==> src/rtl/opll_slot_sequencer.sv <==
// Slot/stage timing generator for the OPLL core: main slot/stage counter, lagged tap copies,
// sticky resync request, frame-start decode and frame counter.
module opll_slot_sequencer #(
  parameter int unsigned NUM_SLOTS  = 18,
  parameter int unsigned NUM_STAGES = 4,
  parameter int unsigned DELAY      = 0,
  parameter int unsigned NUM_TAPS   = 2,
  parameter int unsigned TAP_LAG    = 1,
  parameter int unsigned FRAME_W    = 8,
  localparam int unsigned TOTAL     = NUM_SLOTS * NUM_STAGES,
  localparam int unsigned SLOT_W    = (NUM_SLOTS > 2) ? $clog2(NUM_SLOTS) : 1,
  localparam int unsigned STAGE_W   = (NUM_STAGES > 2) ? $clog2(NUM_STAGES) : 1
) (
  input  logic                         clk,
  input  logic                         reset_n,
  input  logic                         clkena,
  input  logic                         sync_req,
  output logic [SLOT_W-1:0]            slot,
  output logic [STAGE_W-1:0]           stage,
  output logic [NUM_TAPS*SLOT_W-1:0]   tap_slot,
  output logic [NUM_TAPS*STAGE_W-1:0]  tap_stage,
  output logic                         frame_start,
  output logic [FRAME_W-1:0]           frame_count,
  output logic                         sync_pending
);

  // Position of tap k relative to a main position, wrapped into 0..TOTAL-1.
  function automatic int unsigned tap_pos(input int unsigned main_pos, input int unsigned k);
    int unsigned lag;
    lag = ((k + 1) * TAP_LAG) % TOTAL;
    return (main_pos + TOTAL - lag) % TOTAL;
  endfunction

  localparam int unsigned RESET_POS = TOTAL - 1 - DELAY;

  logic [SLOT_W-1:0]  slot_q, slot_d;
  logic [STAGE_W-1:0] stage_q, stage_d;
  logic [SLOT_W-1:0]  tap_slot_q  [NUM_TAPS];
  logic [SLOT_W-1:0]  tap_slot_d  [NUM_TAPS];
  logic [STAGE_W-1:0] tap_stage_q [NUM_TAPS];
  logic [STAGE_W-1:0] tap_stage_d [NUM_TAPS];
  logic [FRAME_W-1:0] frame_q, frame_d;
  logic               pending_q, pending_d;
  logic               load;
  logic               stage_wrap;
  logic               natural_wrap;

  // Next-state: sync load replaces the increment; wrap compares use >= so stray values recover.
  always_comb begin
    load         = clkena & (sync_req | pending_q);
    stage_wrap   = (stage_q >= STAGE_W'(NUM_STAGES - 1));
    natural_wrap = stage_wrap && (slot_q >= SLOT_W'(NUM_SLOTS - 1));

    slot_d    = slot_q;
    stage_d   = stage_q;
    frame_d   = frame_q;
    pending_d = pending_q;
    for (int k = 0; k < NUM_TAPS; k++) begin
      tap_slot_d[k]  = tap_slot_q[k];
      tap_stage_d[k] = tap_stage_q[k];
    end

    if (load) begin
      slot_d    = '0;
      stage_d   = '0;
      pending_d = 1'b0;
      for (int k = 0; k < NUM_TAPS; k++) begin
        tap_slot_d[k]  = SLOT_W'(tap_pos(0, k) / NUM_STAGES);
        tap_stage_d[k] = STAGE_W'(tap_pos(0, k) % NUM_STAGES);
      end
    end else begin
      if (sync_req) begin
        pending_d = 1'b1;
      end
      if (clkena) begin
        if (stage_wrap) begin
          stage_d = '0;
          slot_d  = (slot_q >= SLOT_W'(NUM_SLOTS - 1)) ? '0 : slot_q + SLOT_W'(1);
        end else begin
          stage_d = stage_q + STAGE_W'(1);
        end
        if (natural_wrap) begin
          frame_d = frame_q + FRAME_W'(1);
        end
        for (int k = 0; k < NUM_TAPS; k++) begin
          if (tap_stage_q[k] >= STAGE_W'(NUM_STAGES - 1)) begin
            tap_stage_d[k] = '0;
            tap_slot_d[k]  = (tap_slot_q[k] >= SLOT_W'(NUM_SLOTS - 1)) ? '0
                                                                         : tap_slot_q[k] + SLOT_W'(1);
          end else begin
            tap_stage_d[k] = tap_stage_q[k] + STAGE_W'(1);
          end
        end
      end
    end
  end

  // State registers; reset places main DELAY positions before the last one of the frame.
  always_ff @(posedge clk or negedge reset_n) begin
    if (!reset_n) begin
      slot_q    <= SLOT_W'(RESET_POS / NUM_STAGES);
      stage_q   <= STAGE_W'(RESET_POS % NUM_STAGES);
      frame_q   <= '0;
      pending_q <= 1'b0;
      for (int k = 0; k < NUM_TAPS; k++) begin
        tap_slot_q[k]  <= SLOT_W'(tap_pos(RESET_POS, k) / NUM_STAGES);
        tap_stage_q[k] <= STAGE_W'(tap_pos(RESET_POS, k) % NUM_STAGES);
      end
    end else begin
      slot_q    <= slot_d;
      stage_q   <= stage_d;
      frame_q   <= frame_d;
      pending_q <= pending_d;
      for (int k = 0; k < NUM_TAPS; k++) begin
        tap_slot_q[k]  <= tap_slot_d[k];
        tap_stage_q[k] <= tap_stage_d[k];
      end
    end
  end

  // Output packing and frame-start decode of the registered main position.
  always_comb begin
    slot         = slot_q;
    stage        = stage_q;
    frame_count  = frame_q;
    sync_pending = pending_q;
    frame_start  = (slot_q == '0) && (stage_q == '0);
    tap_slot     = '0;
    tap_stage    = '0;
    for (int k = 0; k < NUM_TAPS; k++) begin
      tap_slot[k*SLOT_W +: SLOT_W]    = tap_slot_q[k];
      tap_stage[k*STAGE_W +: STAGE_W] = tap_stage_q[k];
    end
  end

endmodule

==> config.mk <==
export PLATFORM = sky130hd
export DESIGN_NAME = opll_slot_sequencer
export DESIGN_NICKNAME = d
export VERILOG_FILES = /design/src/rtl/opll_slot_sequencer.sv
export SDC_FILE = /design/constraint.sdc
export NUM_CORES = 1
export LEC_CHECK = 0
export BUFFER_PORTS_ARGS = -buffer_cell sky130_fd_sc_hd__buf_2
export CAP_MARGIN = 10
export CORE_MARGIN = 8
export CORE_UTILIZATION = 40
export CTS_BUF_LIST = sky130_fd_sc_hd__clkbuf_8
export CTS_CLUSTER_SIZE = 24
export DETAILED_ROUTE_END_ITERATION = 8
export GPL_ROUTABILITY_DRIVEN = 0
export PLACE_DENSITY_LB_ADDON = 0.1
export SLEW_MARGIN = 10
export SYNTH_ARGS = -nofsm -noshare
export SYNTH_HDL_FRONTEND = slang
export SYNTH_SLANG_ARGS = --single-unit
==> constraint.sdc <==
create_clock -name clk -period 5.1 [get_ports clk]
set_clock_uncertainty 0.1 [all_clocks]
set_input_delay 0.255 -clock clk [delete_from_list [all_inputs] [get_ports clk]]
set_output_delay 0.255 -clock clk [all_outputs]
set_load 0.05 [all_outputs]
==> out/summary.json, run 1 <==
{
  "logic_synthesis": {
    "ys_types": 36,
    "post_synthesis_average_cell_area_um2": 9.83,
    "yosysSeqAreaShare_pct": 46.8,
    "ys_ff_latch": 30,
    "yosys_warnings": 0,
    "synth_nets": 182,
    "syn-instance-count": 166,
    "mappedNetlistArea_um2": 1630
  },
  "clocking": {
    "post_cts_resize_count": 0,
    "clock_tree_from_tritoncts": "done",
    "clock_tree.htree_level_count": 2,
    "clkLatencyLatePin_ps": 280,
    "clockBufferDepth": 2,
    "root_buffer": "sky130_fd_sc_hd__clkbuf_8",
    "cts_made_buffers": 5,
    "cts_sinks": 30,
    "clkSlewWorstSetupHoldPaths_ps": 70
  },
  "grt": {
    "grt_antenna_before_repair": 0,
    "grt_max_degree": 31,
    "grt_first_pass_wirelength_um": 6330,
    "grt_remaining_overflow": 0,
    "track_usage_pct": 12.5,
    "first_global_vias": 1373
  },
  "die": {
    "chipWidth_um": 79.9,
    "die_h_um": 79.9,
    "dieArea_um2": 6380,
    "core-area_um2": 3970,
    "effective_utilization_at_floorplan_pct": 41.1,
    "placement_rows": 23,
    "floorplan.io_pins": 35
  },
  "detailed_routing": {
    "drt_first_pass_iters": 5,
    "route.vias.total": 1356,
    "avgRoutedWirePerCell_um": 14.7,
    "detailedRoute.firstIterationViolations": 102,
    "drt.antenna.violating_nets": 0,
    "drt-total-wl_um": 3760,
    "post-route-drc-count": 0,
    "routed_via_count_divided_by_cell_count": 5.30
  },
  "power_and_ir_drop": {
    "ir_worst_vdd_v": 0.000203,
    "power.density_nw_per_um2": 341,
    "design_power_total_w": 0.000671,
    "cellLeakagePower_nw": 0.942
  },
  "timing": {
    "hold_viol_final": 0,
    "maxSlewHeadroom_pct": 54.2,
    "rsz0062_at_grt": "false",
    "timing.final.setup_violations": 0,
    "slew_violations": 0,
    "layout_worst_path_cycle_share_pct": 39.8,
    "fmax_mhz": 493,
    "worst_pin_slew_ps": 682,
    "finalCriticalPeriod_ps": 2030,
    "sum_of_negative_setup_slack_ps": 0
  },
  "hold_path": {
    "min-delay-path-class": "in -> reg",
    "worstHoldEndpoint": "stage[1]",
    "hold_start": "sync_req",
    "whs_path_depth": 4
  },
  "setup_path": {
    "cp.required_ps": 5170,
    "timing.critical_path.to_type": "flip-flop",
    "critical_path_class": "reg -> reg",
    "arrival_ps": 2090,
    "timing.rr.start": "slot[1]",
    "critical_path.reg2reg.endpoint": "frame_count[1]",
    "critical_path_startpoint_category": "flip-flop",
    "ff2ff_setup_slack_ps": 3070,
    "crit_fanout": 8,
    "ff2ff_path_depth": 5
  },
  "final_layout": {
    "layout.nets": 221,
    "final_common_cell": "sky130_fd_sc_hd__buf_2",
    "syn2layout_area_growth_pct": 20.6,
    "layout_common_cells": "sky130_fd_sc_hd__buf_2, sky130_fd_sc_hd__nand2_1, sky130_fd_sc_hd__dfrtp_1, sky130_fd_sc_hd__inv_1, sky130_fd_sc_hd__o21ai_0",
    "layout.filler_cells": 389,
    "antennaDiodeCount": 0,
    "final_layout_size_suffix_gt1_share_pct": 28.6
  },
  "flow_run": {
    "drv_cap": 0
  },
  "placement": {
    "detailedPlacementHpwl_um": 2710,
    "buffer_ports.inserted": 34
  },
  "outcome": {
    "status": "complete, no violations"
  }
}
[through the flow]
stage                     utilization (%)  instances  hold WS, ps  setup slack [ps]  instance area [µm²]
after detailed placement             46.6        247          235              3080                 1850
after global routing                 49.6        256          255              2940                 1970
after global placement               46.6        247          227              3150                 1850
final                                49.6        256          242              3070                 1970
after CTS                            49.6        256          230              3050                 1970
after floorplan                         -        166         -141              2640                 1630
[area by class of cell]
cell class	count	area [µm²]	area share, %
well taps	50	62.6	3.18
clock inverters	3	40.0	2.03
repair buffers	35	180	9.15
multi-input cells	119	801	40.7
flip-flops and latches	30	763	38.8
clock buffers	5	68.8	3.50
inverters	14	52.6	2.67
[repair_timing]
item	4_1_cts	5_1_grt
hold buffers	1	0
buffers inserted	0	0
hold endpoints to repair	20	0
[where the power goes]
group	internal, W	switching [W]
combinational	0.0000402	0.000111
sequential	0.000262	0.0000221
clock	0.000144	0.0000923
[cell families after synthesis]
family	synth area share (%)
compound gates	18.1
xor+xnor	3.76
fa+ha+maj	9.20
buf+inv	4.14
flops	46.8
mux	0.690
simple gates	17.3
[registers in the layout, summed over array words and instances (netlist names)]
signal	flops
tap_slot	10
frame_count	8
slot	5
tap_stage	4
stage	2
sync_pending	1
[worst max-delay path: stages (launching register included)]
cell and delay [ps]:
sky130_fd_sc_hd__dfrtp_1 410, sky130_fd_sc_hd__inv_1 100, sky130_fd_sc_hd__ha_1 180, sky130_fd_sc_hd__or3_1 420, sky130_fd_sc_hd__o2111ai_4 320, sky130_fd_sc_hd__mux2_2 380
[synth_stat cells]
master,number,area (µm²)
sky130_fd_sc_hd__nand2_1,20,75.1
sky130_fd_sc_hd__buf_4,1,7.51
sky130_fd_sc_hd__dfrtp_1,20,500
sky130_fd_sc_hd__o21ai_2,1,8.76
sky130_fd_sc_hd__or4_1,1,7.51
sky130_fd_sc_hd__o311ai_1,2,17.5
sky130_fd_sc_hd__or2_2,2,12.5
sky130_fd_sc_hd__or3_1,2,12.5
sky130_fd_sc_hd__dfstp_2,10,263
sky130_fd_sc_hd__o31ai_1,3,22.5
sky130_fd_sc_hd__nor3_1,5,25.0
sky130_fd_sc_hd__nand3_1,8,40.0
sky130_fd_sc_hd__o21a_1,2,15.0
sky130_fd_sc_hd__clkbuf_1,2,7.51
sky130_fd_sc_hd__o22a_1,2,17.5
sky130_fd_sc_hd__mux2_2,1,11.3
sky130_fd_sc_hd__o2111ai_4,1,26.3
sky130_fd_sc_hd__xnor2_1,1,8.76
sky130_fd_sc_hd__a22o_1,2,17.5
sky130_fd_sc_hd__a31oi_1,2,12.5
sky130_fd_sc_hd__nor3_2,1,10.0
sky130_fd_sc_hd__nor3b_1,1,7.51
sky130_fd_sc_hd__nand4_1,4,25.0
sky130_fd_sc_hd__o32a_1,1,10.0
sky130_fd_sc_hd__nor2b_1,1,6.26
sky130_fd_sc_hd__a21o_1,1,7.51
sky130_fd_sc_hd__a41oi_1,2,17.5
sky130_fd_sc_hd__nor2_1,8,30.0
sky130_fd_sc_hd__o21ai_0,14,70.1
sky130_fd_sc_hd__a21oi_1,8,40.0
sky130_fd_sc_hd__and3_1,2,12.5
sky130_fd_sc_hd__ha_1,12,150
sky130_fd_sc_hd__xor2_1,6,52.6
sky130_fd_sc_hd__inv_1,14,52.6
sky130_fd_sc_hd__o22ai_1,2,12.5
sky130_fd_sc_hd__nor3b_4,1,18.8
[routing by layer]
layer / vias to the layer above / GRT usage, % / wire length, µm
met3: 4 / 4.17 / 145
li1: 675 / - / -
met1: 654 / 14.7 / 1750
met5: - / 0 / 0
met2: 23 / 20.4 / 1820
met4: 0 / 5.45 / 37
[how the worst max path moves through the flow]
| stage | end | cells after the start | start | slack, ps |
|---|---|---|---|---|
| floorplan | frame_start | 2 | slot[2] | 2640 |
| global placement | frame_count[1] | 5 | slot[1] | 3150 |
| detailed placement | frame_count[1] | 5 | slot[1] | 3080 |
| CTS | frame_count[1] | 5 | slot[1] | 3050 |
| global route | slot[2] | 6 | slot[1] | 2940 |
| finish | frame_count[1] | 5 | slot[1] | 3070 |
Power figures use the tool's default switching activity.
==> run 2, diff against run 1 <==
==> constraint.sdc (replaced) <==
create_clock -name clk -period 2.1 [get_ports clk]
set_clock_uncertainty 0.1 [all_clocks]
set_input_delay 0.105 -clock clk [delete_from_list [all_inputs] [get_ports clk]]
set_output_delay 0.105 -clock clk [all_outputs]
set_load 0.05 [all_outputs]
==> run 2 against run 1 <==
Compared with the run above: critical path depth did not move; fmax rose by 2.2%; cell count rose by 1.2%; hold slack got worse by 130 ps; final area rose by 0.76%; wire length rose by 0.19%; sequential cell count did not move; sequential share of layout area fell by 0.23 points; sequential power rose by 140%; clock power rose by 100%; global-route usage barely moved; critical path type unchanged; largest cell class unchanged.
==> out/summary.json, run 2 (synthesis results as in run 1) <==
{
  "outcome": {
    "status": "complete, no violations"
  },
  "final_layout": {
    "final_layout_size_suffix_gt1_share": {"value": 31.1, "unit": "%", "change": "+2.5 points"},
    "final_util": {"value": 49.9, "unit": "%", "change": "+0.38 points"},
    "layout.nets": {"value": 224, "change": "+1.4%"},
    "syn2layout_area_growth_pct": 21.5,
    "layout_common_cells": "sky130_fd_sc_hd__buf_2, sky130_fd_sc_hd__nand2_1, sky130_fd_sc_hd__dfrtp_1, sky130_fd_sc_hd__inv_1, sky130_fd_sc_hd__o21ai_0",
    "largest_register_ffs": {"value": 10, "change": "unchanged"},
    "layout.filler_cells": {"value": 375, "change": "-3.6%"},
    "multiInputGateArea": {"value": 806, "unit": "µm²", "change": "+0.63%"},
    "antennaDiodeCount": {"value": 0, "change": "unchanged"},
    "final_common_cell": "sky130_fd_sc_hd__buf_2",
    "ff_latch_area": {"value": 764, "unit": "µm²", "change": "+0.16%"}
  },
  "clocking": {
    "clkLatencyLatePin": {"value": 280, "unit": "ps", "change": "about the same"},
    "cts_made_buffers": {"value": 5, "change": "unchanged"},
    "postCtsSetupRepairBufs": {"value": 0, "change": "unchanged"},
    "clock_tree.htree_level_count": {"value": 2, "change": "unchanged"},
    "clock_tree_from_tritoncts": "done",
    "cts_sinks": {"value": 30, "change": "unchanged"},
    "clkSlewWorstSetupHoldPaths": {"value": 70, "unit": "ps", "change": "about the same"},
    "root_buffer": "sky130_fd_sc_hd__clkbuf_8",
    "clockBufferDepth": {"value": 2, "change": "unchanged"}
  },
  "timing": {
    "fmax": {"value": 504, "unit": "MHz", "change": "+2.2%"},
    "finalCriticalPeriod": {"value": 1980, "unit": "ps", "change": "-44.1 ps"},
    "maxSlewHeadroom": {"value": 54.7, "unit": "%", "change": "+0.53 points"},
    "slew_violations": {"value": 0, "change": "unchanged"},
    "worst_pin_slew": {"value": 679, "unit": "ps", "change": "-2.19 ps"},
    "setup_slack": {"value": 116, "unit": "ps", "change": "-2960 ps"},
    "rsz0062_at_grt": "false",
    "sum_of_negative_setup_slack": {"value": 0, "unit": "ps", "change": "unchanged"},
    "hold_viol_final": {"value": 0, "change": "unchanged"},
    "timing.final.setup_violations": {"value": 0, "change": "unchanged"},
    "layout_worst_path_cycle_share": {"value": 94.5, "unit": "%", "change": "+55 points"}
  },
  "hold_path": {
    "min-delay-path-class": "in -> reg"
  },
  "power_and_ir_drop": {
    "power.density": {"value": 778, "unit": "nW/µm²", "change": "+130%"},
    "comb_power_share": {"value": 24.2, "unit": "%", "change": "+1.6 points"},
    "intPower": {"value": 0.00100, "unit": "W", "change": "+120%"},
    "power.share.clock": {"value": 31.2, "unit": "%", "change": "-3.9 points"},
    "ir_worst_vdd": {"value": 0.000683, "unit": "V", "change": "+240%"},
    "sequentialPowerShare": {"value": 44.6, "unit": "%", "change": "+2.3 points"},
    "power.switching": {"value": 0.000542, "unit": "W", "change": "+140%"},
    "cellLeakagePower": {"value": 0.946, "unit": "nW", "change": "+0.40%"},
    "netSwitchingFraction": {"value": 35.1, "unit": "%", "change": "+1.5 points"}
  },
  "grt": {
    "track_usage": {"value": 12.5, "unit": "%", "change": "+0.018 points"},
    "grt_max_degree": {"value": 31, "change": "unchanged"},
    "first_global_vias": {"value": 1327, "change": "-3.4%"},
    "busiest_layer": "met2",
    "grt_antenna_before_repair": {"value": 0, "change": "unchanged"},
    "grtUsageMet2": {"value": 19.0, "unit": "%", "change": "-1.4 points"},
    "gr-usage-met3": {"value": 4.95, "unit": "%", "change": "+0.79 points"},
    "grt_met1_use": {"value": 16.0, "unit": "%", "change": "+1.3 points"},
    "grt_first_pass_wirelength": {"value": 6380, "unit": "µm", "change": "+0.76%"},
    "grt_remaining_overflow": {"value": 0, "change": "unchanged"}
  },
  "setup_path": {
    "critical_path_class": "reg -> reg",
    "crit_fanout": {"value": 8, "change": "unchanged"},
    "critical_path_startpoint_category": "flip-flop",
    "cp.required": {"value": 2160, "unit": "ps", "change": "-3010 ps"},
    "arrival": {"value": 2040, "unit": "ps", "change": "-50 ps"},
    "timing.critical_path.to_type": "flip-flop"
  },
  "die": {
    "chipWidth": {"value": 79.9, "unit": "µm", "change": "unchanged"},
    "die_h": {"value": 79.9, "unit": "µm", "change": "unchanged"},
    "dieArea": {"value": 6380, "unit": "µm²", "change": "unchanged"},
    "floorplan.io_pins": {"value": 35, "change": "unchanged"},
    "placement_rows": {"value": 23, "change": "unchanged"},
    "effective_utilization_at_floorplan": {"value": 41.1, "unit": "%", "change": "unchanged"},
    "core-area": {"value": 3970, "unit": "µm²", "change": "unchanged"}
  },
  "detailed_routing": {
    "drt_first_pass_iters": {"value": 4, "change": "-1"},
    "drt-total-wl": {"value": 3770, "unit": "µm", "change": "+0.19%"},
    "routed_via_count_divided_by_cell_count": {"value": 5.33, "change": "+0.59%"},
    "post-route-drc-count": {"value": 0, "change": "unchanged"},
    "avgRoutedWirePerCell": {"value": 14.5, "unit": "µm", "change": "-0.97%"},
    "route.vias.total": {"value": 1380, "change": "+1.8%"},
    "drt.antenna.violating_nets": {"value": 0, "change": "unchanged"},
    "detailedRoute.firstIterationViolations": {"value": 132, "change": "+29%"}
  },
  "placement": {
    "place_worst_setup_slack": {"value": 104, "unit": "ps", "change": "-2970 ps"},
    "detailedPlacementHpwl": {"value": 2760, "unit": "µm", "change": "+1.8%"},
    "buffer_ports.inserted": {"value": 34, "change": "unchanged"}
  },
  "flow_run": {
    "drv_cap": {"value": 0, "change": "unchanged"}
  }
}
run 2: changes by cell type in the layout (fill, tap and decap cells not counted), sizes merged:
cell | before | now
clkbuf | 5 | 6
clkinvlp | 0 | 1
buf | 34 | 37
bufinv | 1 | 0
clkinv | 2 | 1
run 2: layer usage:
layer  share of wire [%]  wire (µm)
met5                   0          0
met4                0.66         25
met3                 5.3        200
met2                  46       1730
met1                  48       1810
run 2: repair_timing:
item                                    in CTS  in global routing
gates resized for setup                      0                  1
endpoints found under the setup margin       0                  1
endpoints found under the hold margin       20                  0
hold buffers                                 1                  0
run 2: final cells by class:
class / count / share of cell area (%)
timing repair buffer: 38 / 10.2
multi-input combinational: 119 / 40.6
clock buffer: 6 / 4.16
sequential: 30 / 38.5
tap: 50 / 3.15
clock inverter: 2 / 0.631
inverter: 14 / 2.65
run 2: worst paths after layout:
check	from	endpoint	slack [ps]	cells past startpoint
worst max register to register	slot[1]	frame_count[1]	120	5
max in group asynchronous	reset_n	slot[1]	1130	2
worst min-delay path	clkena	sync_pending	110	2
worst min register to register	frame_count[7]	frame_count[7]	370	1
min in group asynchronous	reset_n	tap_slot[8]	300	2
worst max-delay path	slot[1]	frame_count[1]	120	5
run 2: through the flow:
| stage | instance area, µm² | hold slack (ps) | std cells | power [W] |
|---|---|---|---|---|
| floorplan | 1640 | -291 | 166 | 0.000969 |
| global route | 1980 | 145 | 259 | 0.00163 |
| global placement | 1880 | 81.0 | 250 | 0.00107 |
| detailed placement | 1880 | 84.9 | 250 | 0.00107 |
| finish | 1980 | 107 | 259 | 0.00154 |
| CTS | 1980 | 107 | 259 | 0.00157 |
run 2: power groups by stage:
stage / logic (W) / clock network, W / registers [W]
floorplan: 0.000139 / 0 / 0.000831
global placement: 0.000370 / 0 / 0.000696
detailed placement: 0.000374 / 0 / 0.000698
CTS: 0.000377 / 0.000500 / 0.000688
global route: 0.000407 / 0.000524 / 0.000699
finish: 0.000374 / 0.000481 / 0.000688
run 2: critical path, stage by stage, from the launching register on:
cell and delay [ps]:
sky130_fd_sc_hd__dfrtp_2 410, sky130_fd_sc_hd__inv_2 60, sky130_fd_sc_hd__ha_1 160, sky130_fd_sc_hd__or3_1 430
sky130_fd_sc_hd__o2111ai_4 340, sky130_fd_sc_hd__mux2_2 370
